File: src/rtl/npu_seq_ctrl.sv
// -----------------------------------------------------------------------------
// npu_seq_ctrl
// Run sequencer for the NPU datapath. A START rising edge launches one run:
// input-buffer load, MAC clear, a programmable number of MAC enable cycles,
// capture of N_CH accumulators with per-channel ReLU, then byte-wise
// serialisation of the captured results into the output FIFO under FIFO_FULL
// back-pressure. ABORT cancels a run from any busy state.
//
// Ports
//   CLKEXT          in   clock, rising edge
//   RST_GLO_N       in   asynchronous active-low reset
//   START           in   run request (rising edge accepted only when idle)
//   ABORT           in   cancel the current run
//   CFG_MAC_CYCLES  in   MAC enable cycles per run (0 behaves as 1)
//   CFG_RELU_BYP    in   per-channel ReLU bypass
//   ACC_IN          in   packed signed accumulators, channel i at [i*ACC_W +: ACC_W]
//   FIFO_FULL       in   output FIFO full
//   EN_BUF_IN       out  input buffer capture strobe
//   RST_MAC         out  MAC accumulator clear strobe
//   EN_MAC          out  MAC accumulate enable
//   FIFO_WR_EN      out  FIFO write strobe (combinational on FIFO_FULL)
//   FIFO_DIN        out  FIFO write data, current byte while writing, else 0
//   BUSY            out  run in progress
//   DONE            out  one-cycle pulse when a run completes
//   ABORTED         out  one-cycle pulse when a run is cancelled
// -----------------------------------------------------------------------------
module npu_seq_ctrl #(
  parameter int N_CH  = 2,
  parameter int ACC_W = 16,
  parameter int CNT_W = 8
) (
  input  logic                  CLKEXT,
  input  logic                  RST_GLO_N,
  input  logic                  START,
  input  logic                  ABORT,
  input  logic [CNT_W-1:0]      CFG_MAC_CYCLES,
  input  logic [N_CH-1:0]       CFG_RELU_BYP,
  input  logic [N_CH*ACC_W-1:0] ACC_IN,
  input  logic                  FIFO_FULL,
  output logic                  EN_BUF_IN,
  output logic                  RST_MAC,
  output logic                  EN_MAC,
  output logic                  FIFO_WR_EN,
  output logic [7:0]            FIFO_DIN,
  output logic                  BUSY,
  output logic                  DONE,
  output logic                  ABORTED
);

  localparam int BPC   = ACC_W / 8;
  localparam int TOT_W = N_CH * ACC_W;
  localparam int CH_W  = (N_CH > 1) ? $clog2(N_CH) : 1;
  localparam int SUB_W = (BPC > 1) ? $clog2(BPC) : 1;
  localparam int OFF_W = $clog2(TOT_W);

  typedef enum logic [2:0] {
    IDLE    = 3'd0,
    LOAD    = 3'd1,
    CLEAR   = 3'd2,
    COMPUTE = 3'd3,
    CAPTURE = 3'd4,
    WRITE   = 3'd5,
    FINISH  = 3'd6
  } state_t;

  state_t             state;
  logic               start_q;
  logic [CNT_W-1:0]   mac_cycles;
  logic [CNT_W-1:0]   mac_cnt;
  logic [N_CH-1:0]    relu_byp;
  logic [TOT_W-1:0]   shadow;
  logic [CH_W-1:0]    ch_idx;
  logic [SUB_W-1:0]   sub_idx;
  logic               start_edge;
  logic               last_byte;
  logic               wr_issue;
  logic [OFF_W-1:0]   byte_off;

  assign start_edge = START & ~start_q;
  assign last_byte  = (ch_idx == CH_W'(N_CH - 1)) && (sub_idx == SUB_W'(BPC - 1));
  assign wr_issue   = (state == WRITE) && !FIFO_FULL;
  assign FIFO_WR_EN = wr_issue;

  // Bit offset of the current byte: channel 0 first, MSB byte first in a channel.
  always_comb begin
    byte_off = OFF_W'(int'(ch_idx) * ACC_W + (BPC - 1 - int'(sub_idx)) * 8);
  end

  // FIFO data presents the pending byte for the whole WRITE state, so it holds
  // steady across FIFO_FULL stalls.
  always_comb begin
    if (state == WRITE) begin
      FIFO_DIN = shadow[byte_off +: 8];
    end else begin
      FIFO_DIN = 8'd0;
    end
  end

  // Sequencer FSM; strobes are registered to match the state they belong to.
  always_ff @(posedge CLKEXT or negedge RST_GLO_N) begin
    if (!RST_GLO_N) begin
      state      <= IDLE;
      start_q    <= 1'b0;
      mac_cycles <= {CNT_W{1'b0}};
      mac_cnt    <= {CNT_W{1'b0}};
      relu_byp   <= {N_CH{1'b0}};
      shadow     <= {TOT_W{1'b0}};
      ch_idx     <= {CH_W{1'b0}};
      sub_idx    <= {SUB_W{1'b0}};
      EN_BUF_IN  <= 1'b0;
      RST_MAC    <= 1'b0;
      EN_MAC     <= 1'b0;
      BUSY       <= 1'b0;
      DONE       <= 1'b0;
      ABORTED    <= 1'b0;
    end else begin
      start_q   <= START;
      EN_BUF_IN <= 1'b0;
      RST_MAC   <= 1'b0;
      EN_MAC    <= 1'b0;
      DONE      <= 1'b0;
      ABORTED   <= 1'b0;
      if ((state != IDLE) && ABORT) begin
        // A byte issued in this same cycle still goes out via FIFO_WR_EN.
        state   <= IDLE;
        BUSY    <= 1'b0;
        ABORTED <= 1'b1;
        mac_cnt <= {CNT_W{1'b0}};
        ch_idx  <= {CH_W{1'b0}};
        sub_idx <= {SUB_W{1'b0}};
      end else begin
        case (state)
          IDLE: begin
            if (start_edge && !ABORT) begin
              state      <= LOAD;
              BUSY       <= 1'b1;
              EN_BUF_IN  <= 1'b1;
              mac_cycles <= (CFG_MAC_CYCLES == {CNT_W{1'b0}}) ? CNT_W'(1) : CFG_MAC_CYCLES;
              relu_byp   <= CFG_RELU_BYP;
            end else begin
              state <= IDLE;
            end
          end
          LOAD: begin
            state   <= CLEAR;
            RST_MAC <= 1'b1;
          end
          CLEAR: begin
            state   <= COMPUTE;
            EN_MAC  <= 1'b1;
            mac_cnt <= {CNT_W{1'b0}};
          end
          COMPUTE: begin
            if (mac_cnt == (mac_cycles - CNT_W'(1))) begin
              state   <= CAPTURE;
              mac_cnt <= {CNT_W{1'b0}};
            end else begin
              mac_cnt <= mac_cnt + CNT_W'(1);
              EN_MAC  <= 1'b1;
            end
          end
          CAPTURE: begin
            // ReLU: a negative accumulator is clamped to zero unless bypassed.
            for (int i = 0; i < N_CH; i++) begin
              if (!relu_byp[i] && ACC_IN[i*ACC_W + ACC_W - 1]) begin
                shadow[i*ACC_W +: ACC_W] <= {ACC_W{1'b0}};
              end else begin
                shadow[i*ACC_W +: ACC_W] <= ACC_IN[i*ACC_W +: ACC_W];
              end
            end
            ch_idx  <= {CH_W{1'b0}};
            sub_idx <= {SUB_W{1'b0}};
            state   <= WRITE;
          end
          WRITE: begin
            if (wr_issue) begin
              if (last_byte) begin
                state <= FINISH;
                DONE  <= 1'b1;
              end else if (sub_idx == SUB_W'(BPC - 1)) begin
                sub_idx <= {SUB_W{1'b0}};
                ch_idx  <= ch_idx + CH_W'(1);
              end else begin
                sub_idx <= sub_idx + SUB_W'(1);
              end
            end else begin
              state <= WRITE;
            end
          end
          FINISH: begin
            state <= IDLE;
            BUSY  <= 1'b0;
          end
          default: begin
            state <= IDLE;
            BUSY  <= 1'b0;
          end
        endcase
      end
    end
  end

endmodule

File: config.mk
export PLATFORM = sky130hd
export DESIGN_NAME = npu_seq_ctrl
export DESIGN_NICKNAME = d
export VERILOG_FILES = /design/src/rtl/npu_seq_ctrl.sv
export SDC_FILE = /design/constraint.sdc
export NUM_CORES = 1
export LEC_CHECK = 0
export ABC_AREA = 1
export CAP_MARGIN = 20
export CORE_MARGIN = 5
export CORE_UTILIZATION = 47
export CTS_CLUSTER_SIZE = 12
export DETAILED_ROUTE_END_ITERATION = 8
export GPL_TIMING_DRIVEN = 1
export PLACE_DENSITY = 0.86
export REMOVE_ABC_BUFFERS = 1
export SLEW_MARGIN = 30
export SYNTH_ARGS = -nofsm -noshare
export SYNTH_HDL_FRONTEND = slang
export SYNTH_SLANG_ARGS = --single-unit
File: constraint.sdc
create_clock -name CLKEXT -period 1.55 [get_ports CLKEXT]
set_input_delay 0.465 -clock CLKEXT [delete_from_list [all_inputs] [get_ports CLKEXT]]
set_output_delay 0.465 -clock CLKEXT [all_outputs]
set_load 0.05 [all_outputs]
==> results of run 1 <==
==> cells by family (layout without fill, tap and decap cells) <==
kind of cell             after synthesis  after routing  share of synthesized area
buffers and inverters                 58            163                     0.0711
AND/OR/NAND/NOR                      169            171                      0.223
adder cells (fa/ha/maj)                2              2                    0.00785
AO/OA/AOI/OAI                        118            118                      0.187
flip-flops                            62             62                      0.487
XOR/XNOR                               9              9                     0.0247
==> cell usage after synthesis (all sizes together), types with 2 or more instances <==
cell | n | area share
a21oi | 20 | 0.031
buf | 5 | 0.0086
clkbuf | 13 | 0.015
dfrtp | 62 | 0.49
ha | 2 | 0.0079
inv | 39 | 0.046
nand2 | 94 | 0.12
nand3 | 21 | 0.033
nand4 | 2 | 0.0039
nor2 | 47 | 0.058
nor3 | 2 | 0.0047
nor4 | 2 | 0.0039
o21ai | 96 | 0.15
xnor2 | 3 | 0.0082
xor2 | 6 | 0.016
==> worst max-delay path, cell delays in order, from the launching register on <==
cell     delay, ps
dfrtp_1        380
inv_1          100
nor2_4         170
nand2_2        200
buf_12         190
nor2_4         100
buf_12         140
==> layout make-up <==
cell class	instances	area [um^2]	area share
clock buffers	13	169	0.0343
clock inverters	3	65.1	0.0132
inverters	40	154	0.0313
multi-input cells	300	1690	0.343
flip-flops and latches	62	1550	0.315
well taps	80	100	0.0203
repair buffers	107	1200	0.243
==> per-layer routing <==
| metal | vias up | share of wire | global-route usage |
|---|---|---|---|
| li1 | 1574 | - | - |
| met1 | 1632 | 0.37 | 0.283 |
| met2 | 186 | 0.50 | 0.411 |
| met3 | 45 | 0.083 | 0.0772 |
| met4 | 0 | 0.048 | 0.101 |
| met5 | - | 0 | 0 |
==> power by group <==
part           switching (mW)  internal (mW)
clock                   0.635           1.04
sequential              0.502           2.14
combinational            1.97           1.47
total                    3.11           4.65
==> sequential cells by signal, summed over array words and instances, names as in the netlist <==
register	cells
ABORTED	1
BUSY	1
DONE	1
EN_BUF_IN	1
EN_MAC	1
RST_MAC	1
ch_idx	1
mac_cnt	8
mac_cycles	8
relu_byp	2
shadow	32
start_q	1
state	3
sub_idx	1
==> through the flow <==
stage / util / instances / setup TNS [ps] / hold slack (ps) / cell area [um^2]
after floorplan: - / 400 / -5740 / 169 / 3110
after global placement: 0.642 / 579 / -11560 / 460 / 4290
after detailed placement: 0.642 / 579 / -14480 / 468 / 4290
after CTS: 0.723 / 607 / -5930 / 131 / 4830
after global routing: 0.737 / 605 / -8510 / 148 / 4920
final: 0.737 / 605 / -7030 / 113 / 4920
==> timing repair <==
item,in CTS,in global routing
cloned,2,0
resized for setup,62,40
pin swaps,17,16
setup endpoints to repair,23,59
setup buffers,10,0
==> final timing paths <==
path / start / end / cells after the start
min reg2reg: shadow[16] / shadow[16] / 2
min in group CLKEXT: shadow[16] / shadow[16] / 2
max: state[0] / FIFO_WR_EN / 6
max reg2reg: mac_cycles[1] / state[2] / 10
max in group asynchronous: RST_GLO_N / sub_idx / 2
min: RST_GLO_N / mac_cnt[7] / 2
==> metrics.yaml, run 1 <==
ant_nets: 0
dp_hpwl_mm: 6.16
rsz0062_at_grt: "true"
drtPass1Iterations: 5
setup_viol: 21
syn_area_mm2: 0.00319
drt_iter0_drc: 224
worst_pin_slew_ps: 475
cts_buffer_depth: 2
cts.clk_slew.worst_paths_ps: 80
hp-class: "in2async"
grt_pass1_wl_mm: 16.4
avgViaCountPerCell: 5.68
ys_seq_area_frac: 0.487
setup_ws_ps: -538
routabilityCongestion: 0.899
vias: 3437
place_ws_ps: -336
most-common-layout-cells: "nand2_1 (86), o21ai_0 (66), dfrtp_1 (61)"
path_class: "reg2out"
synth_edf_count: 0
fin_skew_ps: 9.31
die-height_um: 92.3
fillers: 452
arrival_ps: 1620
reg2reg_slack_ps: -240
cts.hold.buffers_added: 0
min_period_ps: 2090
syn_avg_cell_area_um2: 7.62
ios: 62
hold_viol: 0
initial_core_util: 0.477
wire_per_inst_um: 17.3
clk_latency_ps: 350
slew_violations: 0
clock-root-buffer: "clkbuf_8"
cts_htree_levels: 3
synth-warning-count: 0
drive_above_1_share: 0.280
end_kind: "primary output"
netlist_instances: 418
max_slew_margin: 0.684
fin_crit_sh: 1.35
critPathLaunchType: "flop"
grt.total_usage: 0.243
violations: "negative setup slack"
cts_tree: "yes"
fp-row-count: 30
antennaDiodeCount: 0
portBuffers: 61
crit_fanout: 4
cts_sinks: 62
crit_required_ps: 1080
synth-main-ff-cell: "dfrtp_1"
cts_made_buffers: 9
status: "finished, violations left"
final_common_cell: "nand2_1"
peakVddDrop_v: 0.000850
power_mw: 7.75
post_synth_num_cell_types: 26
synth_async_sr_flop_share: 1.00
antenna_found_initial: 0
grt.overflow.total: 0
p_per_area_mw_per_mm2: 1570
grt_pass1_vias: 3460
drv_cap: 0
die_area_mm2: 0.00853
chipWidth_um: 92.3
fmax_ghz: 0.479
power_leakage_nw: 2.24
area_growth_pct: 54.5
synth-seq-cells: 62
drc: 0
core_area_mm2: 0.00668
fin_nets: 569
drt_wl_total_mm: 10.5
grt_max_degree: 63
Note: power is estimated with default switching activity, not from simulation.
==> run 2: changes to the inputs <==
--- a/config.mk
+++ b/config.mk
@@ -11,6 +11,7 @@
 export CORE_UTILIZATION = 47
 export CTS_CLUSTER_SIZE = 12
 export DETAILED_ROUTE_END_ITERATION = 8
+export GPL_ROUTABILITY_DRIVEN = 1
 export GPL_TIMING_DRIVEN = 1
 export PLACE_DENSITY = 0.86
 export REMOVE_ABC_BUFFERS = 1
==> results of run 2 <==
No change in the layout: final DEF, timing and power equal those of run 1.
==> run 3: changes to the inputs <==
--- a/config.mk
+++ b/config.mk
@@ -7,12 +7,12 @@
 export LEC_CHECK = 0
 export ABC_AREA = 1
 export CAP_MARGIN = 20
-export CORE_MARGIN = 5
 export CORE_UTILIZATION = 47
 export CTS_CLUSTER_SIZE = 12
 export DETAILED_ROUTE_END_ITERATION = 8
 export GPL_ROUTABILITY_DRIVEN = 1
 export GPL_TIMING_DRIVEN = 1
+export MAX_ROUTING_LAYER = met4
 export PLACE_DENSITY = 0.86
 export REMOVE_ABC_BUFFERS = 1
 export SLEW_MARGIN = 30
==> run 3 against run 2 <==
Net effect:
- the run ends with design-rule violations, negative setup slack left
- combinational power barely moved
- critical path depth did not move
- global-route usage rose by 7.8 points
- sequential power rose by 3%
- cell count rose by 0.33%
- routed wire length rose by 12%
- clock skew barely moved
==> metrics.yaml, run 3 (synthesis results as in run 1) <==
status: "finished, violations left"
violations: "design-rule violations, negative setup slack"
cts_buffer_depth: 2  # unchanged
routabilityCongestion: 0.905  # +0.58%
most-common-layout-cells: "nand2_1 (87), o21ai_0 (61), dfrtp_1 (60)"
drt_wl_total_mm: 11.7  # +12%
critPathLaunchType: "flop"
p_clk_frac: 0.205  # -0.011
die-height_um: 84.3  # -8.7%
cts.clk_slew.worst_paths_ps: 80  # about the same
crit_end: "FIFO_DIN[1]"
fin_skew_ps: 9.20  # -0.114 ps
dp_hpwl_mm: 5.88  # -4.5%
p_switching_mw: 3.27  # +5.3%
chipWidth_um: 84.3  # -8.7%
top_regs: "shadow: 32 flops, mac_cnt: 8 flops, mac_cycles: 8 flops"
ant_nets: 0  # unchanged
initial_core_util: 0.493  # +0.0164
fin_nets: 574  # +0.88%
critPathLaunch: "sub_idx"
grt_pass1_vias: 3634  # +5.0%
swShare: 0.421  # +0.0208
end_kind: "primary output"
drt_iter0_drc: 419  # +87%
cp_cell_sequence: "buf_8 -> nor2_4 -> nor2_2 -> o21ai_2 -> a21oi_2 -> buf_12"
drv_cap: 0  # unchanged
fmax_ghz: 0.467  # -2.4%
path_buf_inv: 2  # -1
met3_length_mm: 1.04  # +20%
peakVddDrop_v: 0.000709  # -17%
clock-root-buffer: "clkbuf_8"
antennaDiodeCount: 0  # unchanged
rsz0062_at_grt: "true"
top_layer: "met4"
hp-class: "in2async"
arrival_ps: 1670  # +50 ps
wire_per_inst_um: 19.2  # +11%
cts_tree: "yes"
p_comb_frac: 0.446  # +0.002
antenna_found_initial: 0  # unchanged
setup_ws_ps: -589  # -51.2 ps
final_common_cell: "nand2_1"
area_growth_pct: 56.2
max_slew_margin: 0.644  # -0.0395
drc: 7  # +7
fp-row-count: 29  # -3.3%
grt.total_usage: 0.320  # +0.0776
portBuffers: 61  # unchanged
hold_viol: 0  # unchanged
max_stage_delay_ps: 450  # +70 ps
cp.depth: 6  # unchanged
grt.overflow.total: 0  # unchanged
sequentialPowerShare: 0.349  # +0.008
r2r-end: "mac_cnt[7]"
cts.hold.buffers_added: 0  # unchanged
r2r_cells: 11  # +1
wl_met2_mm: 5.86  # +13%
die_area_mm2: 0.00711  # -17%
drtPass1Iterations: 9  # +4
avgViaCountPerCell: 6.01  # +5.7%
cts_sinks: 62  # unchanged
vias: 3646  # +6.1%
power_leakage_nw: 2.27  # +1.5%
met1_length_mm: 4.06  # +4.4%
crit_slowest_cell: "dfrtp_2"
crit_required_ps: 1080  # about the same
cts_made_buffers: 9  # unchanged
min_period_ps: 2140  # +51.2 ps
grt_pass1_wl_mm: 17.0  # +4.2%
largest_reg_flops: 32  # unchanged
core_area_mm2: 0.00646  # -3.3%
ios: 62  # unchanged
crit_fanout: 7  # +3
clk_latency_ps: 350  # about the same
cts_htree_levels: 3  # unchanged
timing.rr.start: "mac_cycles[0]"
slew_violations: 0  # unchanged
final_util: 0.771  # +0.0336
internal_power_mw: 4.49  # -3.4%
critPathTopFamily: "flip-flops"
grt_max_degree: 63  # unchanged
drive_above_1_share: 0.289  # +0.00868
reg2reg_slack_ps: -220  # +20 ps
fin_crit_sh: 1.38  # +0.0330
worst_pin_slew_ps: 530  # +55.1 ps
registers.top_by_ff_count: "shadow"
path_class: "reg2out"
setup_viol: 33  # +57%
p_per_area_mw_per_mm2: 1560  # -0.94%
whs_ps: 117  # +3.92 ps
==> run 3: changes by cell type in the layout (fill, tap and decap cells not counted), moves of 2 or more <==
cell     previous run  this run
buf_6               8        10
inv_4               1         3
o21ai_1            20        23
nor2_2              8         5
o21ai_2             9        12
a21oi_1             4         6
o21ai_0            66        61
buf_8               0         2
nor2_4              8        10
==> run 3: worst min-delay path by stage <==
stage	from	endpoint	cells after the start
global placement	shadow[20]	shadow[20]	2
floorplan	RST_GLO_N	ABORTED	0
finish	RST_GLO_N	mac_cnt[1]	2
global route	RST_GLO_N	RST_MAC	2
CTS	RST_GLO_N	EN_MAC	2
detailed placement	shadow[16]	shadow[16]	2
==> run 3: power groups by stage <==
stage / combinational (mW) / clock (mW) / sequential [mW]
2_1_floorplan: 1.40 / 0 / 2.62
3_3_place_gp: 2.46 / 0 / 2.57
3_5_place_dp: 2.58 / 0 / 2.61
4_1_cts: 3.01 / 1.55 / 2.63
5_1_grt: 3.72 / 1.66 / 2.75
6_report: 3.46 / 1.59 / 2.71
==> run 3: area by class of cell <==
type                            instances  area (um^2)
Clock inverter                          3         40.0
Tap cell                               77         96.3
Timing Repair inverter                  1         6.26
Timing Repair Buffer                  111         1260
Clock buffer                           13          179
Multi-Input combinational cell        300         1680
Inverter                               40          160
Fill cell                             386         1480
Sequential cell                        62         1550
==> run 3: what timing repair did <==
action,4_1_cts,5_1_grt
pin swaps,12,14
setup endpoints to repair,21,64
setup buffers,3,6
cloned,3,4
resized for setup,74,41
==> run 3: routing by layer <==
layer	track usage	vias to the layer above
li1	-	1579
met2	0.537	273
met4	0.210	0
met1	0.333	1712
met3	0.0855	82
met5	-	-
==> run 3: stage by stage <==
step | instances | setup WS (ps) | power (mW) | instance area, um^2 | TNS, ps
2_1_floorplan | 400 | -680 | 4.02 | 3110 | -5740
3_3_place_gp | 575 | -218 | 5.03 | 4290 | -8930
3_5_place_dp | 575 | -300 | 5.19 | 4290 | -12450
4_1_cts | 597 | -509 | 7.19 | 4780 | -5280
5_1_grt | 607 | -635 | 8.12 | 4980 | -8990
6_report | 607 | -589 | 7.76 | 4980 | -7140
